`config.mk`:
```
export PLATFORM = sky130hd
export DESIGN_NAME = ifetch_buffer
export DESIGN_NICKNAME = d
export VERILOG_FILES = /design/src/rtl/ifetch_buffer.sv
export SDC_FILE = /design/constraint.sdc
export NUM_CORES = 1
export LEC_CHECK = 0
export CORE_ASPECT_RATIO = 1.5
export CORE_MARGIN = 1.5
export CORE_UTILIZATION = 40
export CTS_BUF_LIST = sky130_fd_sc_hd__clkbuf_2 sky130_fd_sc_hd__clkbuf_4 sky130_fd_sc_hd__clkbuf_8
export CTS_CLUSTER_DIAMETER = 120
export DETAILED_ROUTE_END_ITERATION = 10
export SLEW_MARGIN = 20
export SYNTH_ARGS = -nofsm -noshare
export SYNTH_HDL_FRONTEND = slang
export SYNTH_SLANG_ARGS = --single-unit
```
`constraint.sdc`:
```
create_clock -name CLK -period 8.8 [get_ports CLK]
set_input_delay 1.76 -clock CLK [delete_from_list [all_inputs] [get_ports CLK]]
set_output_delay 1.76 -clock CLK [all_outputs]
set_load 0.005 [all_outputs]
```
`src/rtl/ifetch_buffer.sv`:
```
// Instruction prefetch buffer: issues in-order word fetches under a credit limit,
// queues returning instructions for decode and discards stale responses after redirects.
module ifetch_buffer #(
    parameter int              AW       = 30,
    parameter int              DW       = 32,
    parameter int              DEPTH    = 4,
    parameter logic [AW-1:0]   RST_ADDR = '0
) (
    input  logic          CLK,
    input  logic          RSTN,
    output logic          IREQ,
    output logic [AW-1:0] IADDR,
    input  logic          IGNT,
    input  logic          IRVALID,
    input  logic [DW-1:0] INSTR,
    input  logic          REDIR,
    input  logic [AW-1:0] REDIR_ADDR,
    output logic          DVALID,
    output logic [DW-1:0] DINSTR,
    output logic [AW-1:0] DADDR,
    input  logic          DREADY
);

    localparam int PW = $clog2(DEPTH);
    localparam int CW = PW + 1;
    localparam logic [CW:0] CREDIT = (CW + 1)'(DEPTH);

    logic [AW-1:0] fa;
    logic [AW-1:0] ra;
    logic [CW-1:0] o_cnt;
    logic [CW-1:0] dr_cnt;
    logic [CW-1:0] c_cnt;
    logic [PW-1:0] wptr;
    logic [PW-1:0] rptr;

    logic [DW-1:0] instr_mem [DEPTH];
    logic [AW-1:0] addr_mem  [DEPTH];

    logic [CW:0]   in_use;
    logic          req_fire;
    logic          resp_fire;
    logic          push;
    logic          pop;
    logic [CW-1:0] o_next;

    // Requests in flight plus queued entries bound the queue, so a response always has a slot.
    assign in_use    = {1'b0, o_cnt} + {1'b0, c_cnt};
    assign IREQ      = RSTN & ~REDIR & (in_use < CREDIT);
    assign IADDR     = fa;
    assign req_fire  = IREQ & IGNT;
    assign resp_fire = IRVALID & (o_cnt != '0);
    assign push      = resp_fire & (dr_cnt == '0) & ~REDIR;
    assign DVALID    = (c_cnt != '0);
    assign pop       = DVALID & DREADY;
    assign DINSTR    = DVALID ? instr_mem[rptr] : '0;
    assign DADDR     = DVALID ? addr_mem[rptr]  : '0;

    // NOTE: always_comb assigns a default first so no path leaves o_next unassigned (no latch).
    always_comb begin
        o_next = o_cnt;
        if (req_fire && !resp_fire)
            o_next = o_cnt + CW'(1);
        else if (!req_fire && resp_fire)
            o_next = o_cnt - CW'(1);
    end

    // NOTE: sequential state uses non-blocking assignments so every flop samples pre-edge values.
    always_ff @(posedge CLK or negedge RSTN) begin
        if (!RSTN) begin
            fa     <= RST_ADDR;
            ra     <= RST_ADDR;
            o_cnt  <= '0;
            dr_cnt <= '0;
            c_cnt  <= '0;
            wptr   <= '0;
            rptr   <= '0;
        end else begin
            o_cnt <= o_next;
            if (REDIR) begin
                fa     <= REDIR_ADDR;
                ra     <= REDIR_ADDR;
                c_cnt  <= '0;
                wptr   <= '0;
                rptr   <= '0;
                // Every request still outstanding after this edge belongs to the old stream.
                dr_cnt <= o_cnt - CW'(resp_fire);
            end else begin
                if (req_fire)
                    fa <= fa + AW'(1);
                if (resp_fire && dr_cnt != '0)
                    dr_cnt <= dr_cnt - CW'(1);
                if (push) begin
                    ra   <= ra + AW'(1);
                    wptr <= wptr + PW'(1);
                end
                if (pop)
                    rptr <= rptr + PW'(1);
                if (push && !pop)
                    c_cnt <= c_cnt + CW'(1);
                else if (!push && pop)
                    c_cnt <= c_cnt - CW'(1);
            end
        end
    end

    // NOTE: queue storage has no reset; entries are only visible once c_cnt marks them valid.
    always_ff @(posedge CLK) begin
        if (push) begin
            instr_mem[wptr] <= INSTR;
            addr_mem[wptr]  <= ra;
        end
    end

endmodule

```
# Word level (Yosys, flattened, before mapping)
# Memories as Yosys holds them, arrays and structs flattened.
# Cells that the tools add are included.
# word_totals
out_inout_bits,94
n_memories,2
register_bits,73
mem_bits_rw,248
# op_classes
addsub,11
n_bitwise,8
n_lt_le_gt_ge,1
n_reduce_logical,19
mux,19
# memory_table
memory,words,word_bits,read_ports,rd_ports_with_merged_regs,wr,line,source
instr_mem,4,32,1,0,1,36,logic [DW-1:0] instr_mem [DEPTH];
addr_mem,4,30,1,0,1,37,logic [AW-1:0] addr_mem [DEPTH];
# op_table
op,n
two-way mux 30 bit,5
adder 30 x 1 -> 30 bit (second input constant),2
two-way mux 32 bit,1
two-way mux 3 bit,7
nonzero test 3 bit,4
nonzero test 2 bit,5
subtractor 3 x 1 -> 3 bit (second input constant),3
two-way mux 2 bit,4
AND 1 bit,7
adder 3 x 1 -> 3 bit (second input constant),2
logical AND 1 bit,5
adder 2 x 1 -> 2 bit (second input constant),2
adder 3 x 3 -> 4 bit,1
logical NOT 1 bit,4
less-than comparator 4 x 3 -> 1 bit (second input constant),1
logical NOT 3 bit,1
subtractor 3 x 1 -> 3 bit,1
two-way mux 1 bit,2
NOT 1 bit,1

# Depth between registers and ports, before layout
# logic_depth
ltp_word,9
mapped_depth,12
depth_no_buf,10

# Worst setup path before layout
# Ideal clock, no wire load.
# synth_timing
path_type,input -> register
startpoint,input IRVALID
endpoint,memory addr_mem[0][0] (enable)
arrival_ns,3.915
required_ns,8.373
setup_slack_ns,4.459
path_stages,4
n_path_buf,1
setup_time_ns,0.427
path_cell_list,o31ai_4 > nor2_1 > clkbuf_1 > and3_1
# synth_between
elab_chain_cells,5
# synth_rtl
item,line,source
from (decl),14,"input logic IRVALID,"
AND 1 bit,51,assign resp_fire = IRVALID & (o_cnt != '0);
AND 1 bit (2 in series),52,assign push = resp_fire & (dr_cnt == '0) & ~REDIR;
two-way mux 1 bit,108,if (push) begin
two-way mux 1 bit (implied by the code),110,addr_mem[wptr] <= ra;
to (decl),37,
# No other way between the ends.

# Worst setup path in the final report
# layout_timing
startpoint,register rptr[0]
endpoint,output DADDR[28]
# layout_between
elab_chain_cells,2
# layout_rtl
item,line,source
from (decl),34,logic [PW-1:0] rptr;
from (signal assigned),97,rptr <= rptr + PW'(1);
memory (4 x 30 bit),--,
two-way mux 30 bit,56,assign DADDR = DVALID ? addr_mem[rptr] : '0;
to (decl),20,"output logic [AW-1:0] DADDR,"
# No other way between the ends.

==> impl_results.md <==
* Status: completed
* Clk buf depth at 3
* Die ar. at 35400 sq um
* CP arrival at around 3.4 ns
* Post-synthesis cell area at 13700 sq um
* Top_reg_cell synth: edfxtp_1
* Synth warn at 0
* Die X at 154 um
* CTS buffer count at 48
* Port bufs at about 160
* Clock skew at 0.0165 ns
* Critical path data required time at about 7 ns
* CTS H-tree lvls at 2
* Worst Tran Pin Value at 1.00 ns
* Detail Placement HPWL at 18.9 mm
* Power per cell area at 244 nW/um^2
* Postcts setup bufs at 0
* Vias/cell at 5.39
* Clock Latency Late Sink at 0.57 ns
* Achievable Freq at 195 MHz
* Worst-path clk slew at 0.06 ns
* First-iteration detailed-routing DRC count at 360
* CORE AREA at 33500 sq um
* Area delta synth->final at 21.9%
* Final Hold Vio Count at 0
* Fillcell total at 2920
* Hold Buf Count CTS at 0
* Tot Pwr at 4.08 mW
* Largest net degree at the start of global routing at 66
* Hold path depth at 1
* Startpoint Class: register
* Gr usage total at 0.178
* Commonest non-fill, non-tap cells in the layout: 248 x edfxtp_1, 159 x clkdlybuf4s50_1, 71 x dfrtp_1
* R2R setup slack at around 5 ns
* Fin cells at about 1500
* RR Startpoint: o_cnt[2]$_DFFE_PN0P_
* DRC viols at 0
* Antenna violations before repair at 1
* Gr ovfl total at 0
* Placed cell count at 1415
* Hold Crit Class: register to register
* RD Place Congestion at 0.879
* Final setup fails at 0
* Crit-path max FO at 40
* Proportion of layout cells with a drive suffix above 1 at 0.173
* Vias at 8106
* Final WL at 30.5 mm
* Post-CTS Resized at 0
* Die H at 230 um
* CTS tree: yes
* Synth Net Count at around 950
* Endpoint class of the critical path: output pin
* Register area share after synthesis at 0.676
* Site row count at 82
* Asr flop ratio synth at 0.227
* Core Util, Final at 0.498
* First-pass GRT wire length at 48.3 mm
* Synthesized flop and latch total at 321
* Worst Setup Path Type: register to output pin
* Nets at 1128
* CTS Root Cell: clkbuf_8
* Slew HR at 0.330
* Static leakage at 5.61 nW
* Worst vdd ir at about 0.00011 V
* Max-cap violations at 0
* Post-route ant nets at 0
* Number of synthesized flops with an enable pin at 248
* Slew Limit Fails at 0
* Leading cell type in the layout, fill and taps excluded: edfxtp_1
* Drt first pass iters at 5
* Syn avg cell area at approximately 16 sq um
* Clock sink count at 321
* Vias in the first global route at 8585
* Setup_tns at 0 ns
* Unique masters post-synth at 58
* Hold endpoint: IADDR[28]$_DFFE_PN0P_
* Min-delay src: IADDR[28]$_DFFE_PN0P_
* Cells after Synth at about 860
* FF-to-FF path depth at 10
* RSZ-0062 raised after global routing: no
* Drt wl/cell at between 20 and 25 um
* Reg2reg end: o_cnt[2]$_DFFE_PN0P_
* Starting Density at 0.409
* Final min period at 5.12 ns
* Final worst-path cycle share at 0.582
* IO Pins at 162
how the worst max path moves through the flow:
stage | from | end | slack, ns
6_report | rptr[0]$_DFFE_PN0P_ | DADDR[28] | 3.68
5_1_grt | RSTN | o_cnt[2]$_DFFE_PN0P_ | 3.28
4_1_cts | rptr[0]$_DFFE_PN0P_ | DADDR[9] | 3.47
3_5_place_dp | RSTN | o_cnt[2]$_DFFE_PN0P_ | 3.17
3_3_place_gp | RSTN | o_cnt[2]$_DFFE_PN0P_ | 3.23
2_1_floorplan | IRVALID | addr_mem[0][0]$_DFFE_PP_ | 4.46
cell type report:
class | count | area (sq um) | area share
tap | 420 | 526 | 0.0314
multi-input combinational | 484 | 4210 | 0.252
sequential | 321 | 9280 | 0.555
antenna | 1 | 2.50 | 0.000150
clock buffer | 59 | 762 | 0.0456
inverter | 17 | 63.8 | 0.00382
clock inverter | 29 | 181 | 0.0109
timing repair buffer | 173 | 1690 | 0.101
critical path, stage by stage, from the launching register on:
cell	delay, ns
dfrtp_4	0.76
buf_4	0.74
mux4_2	0.59
and2_1	0.17
clkdlybuf4s50_1	0.50
registers in the layout (all words and copies together), names as in the netlist:
name	cells
instr_mem	128
addr_mem	120
IADDR	30
ra	30
c_cnt	3
dr_cnt	3
o_cnt	3
rptr	2
wptr	2
cell families after synthesis:
logic type | count (synthesis) | synth area share
buffers and inverters | 58 | 0.0172
muxes | 72 | 0.110
adders and majority gates | 15 | 0.0148
AOI/OAI and AO/OA | 85 | 0.0392
xor gates and xnor gates | 44 | 0.0281
and+or+nand+nor | 268 | 0.114
DFF | 321 | 0.676
metal layers:
layer / track usage / up-vias / share of wire
li1: - / 3700 / -
met1: 0.218 / 4105 / 0.41
met2: 0.314 / 241 / 0.52
met3: 0.0302 / 60 / 0.047
met4: 0.0674 / 0 / 0.031
met5: 0 / - / 0
cells in the mapped netlist (2+ instances only):
master,number,area share
nor3b_1,2,0.0011
nor2_1,26,0.0071
nand3_2,2,0.0015
o21ai_0,30,0.011
fa_1,2,0.0029
o21ai_1,6,0.0022
o311ai_0,7,0.0045
ha_1,13,0.012
nand3_1,36,0.013
or3_1,5,0.0023
xor2_1,16,0.010
nand2b_1,3,0.0014
o211ai_1,15,0.0082
and2_1,64,0.029
and3_1,8,0.0036
and4_1,5,0.0032
nor4_1,3,0.0014
edfxtp_1,248,0.54
a21boi_0,3,0.0016
a21oi_1,10,0.0036
mux4_2,62,0.10
and3_2,2,0.0011
xnor2_1,28,0.018
inv_1,15,0.0041
nor4_4,5,0.0078
dfrtp_1,73,0.13
nor3_1,11,0.0040
nand4_1,22,0.010
clkbuf_1,31,0.0085
a31oi_1,7,0.0032
nand2_1,59,0.016
mux2_2,9,0.0074
buf_2,9,0.0033
a211oi_1,2,0.0011
report_power, final:
group,internal [mW],switching [mW]
Sequential,1.73,0.133
Combinational,0.601,0.422
Clock,0.632,0.565
metrics by stage:
step | area, sq um | hold WS (ns) | setup slack, ns
after floorplan | 13700 | 0.497 | 4.46
after global placement | 15800 | 0.550 | 3.23
after detailed placement | 15800 | 0.554 | 3.17
after CTS | 16700 | 0.570 | 3.47
after global routing | 16700 | 0.596 | 3.28
final | 16700 | 0.567 | 3.68
(Power assumes the default switching activity.)
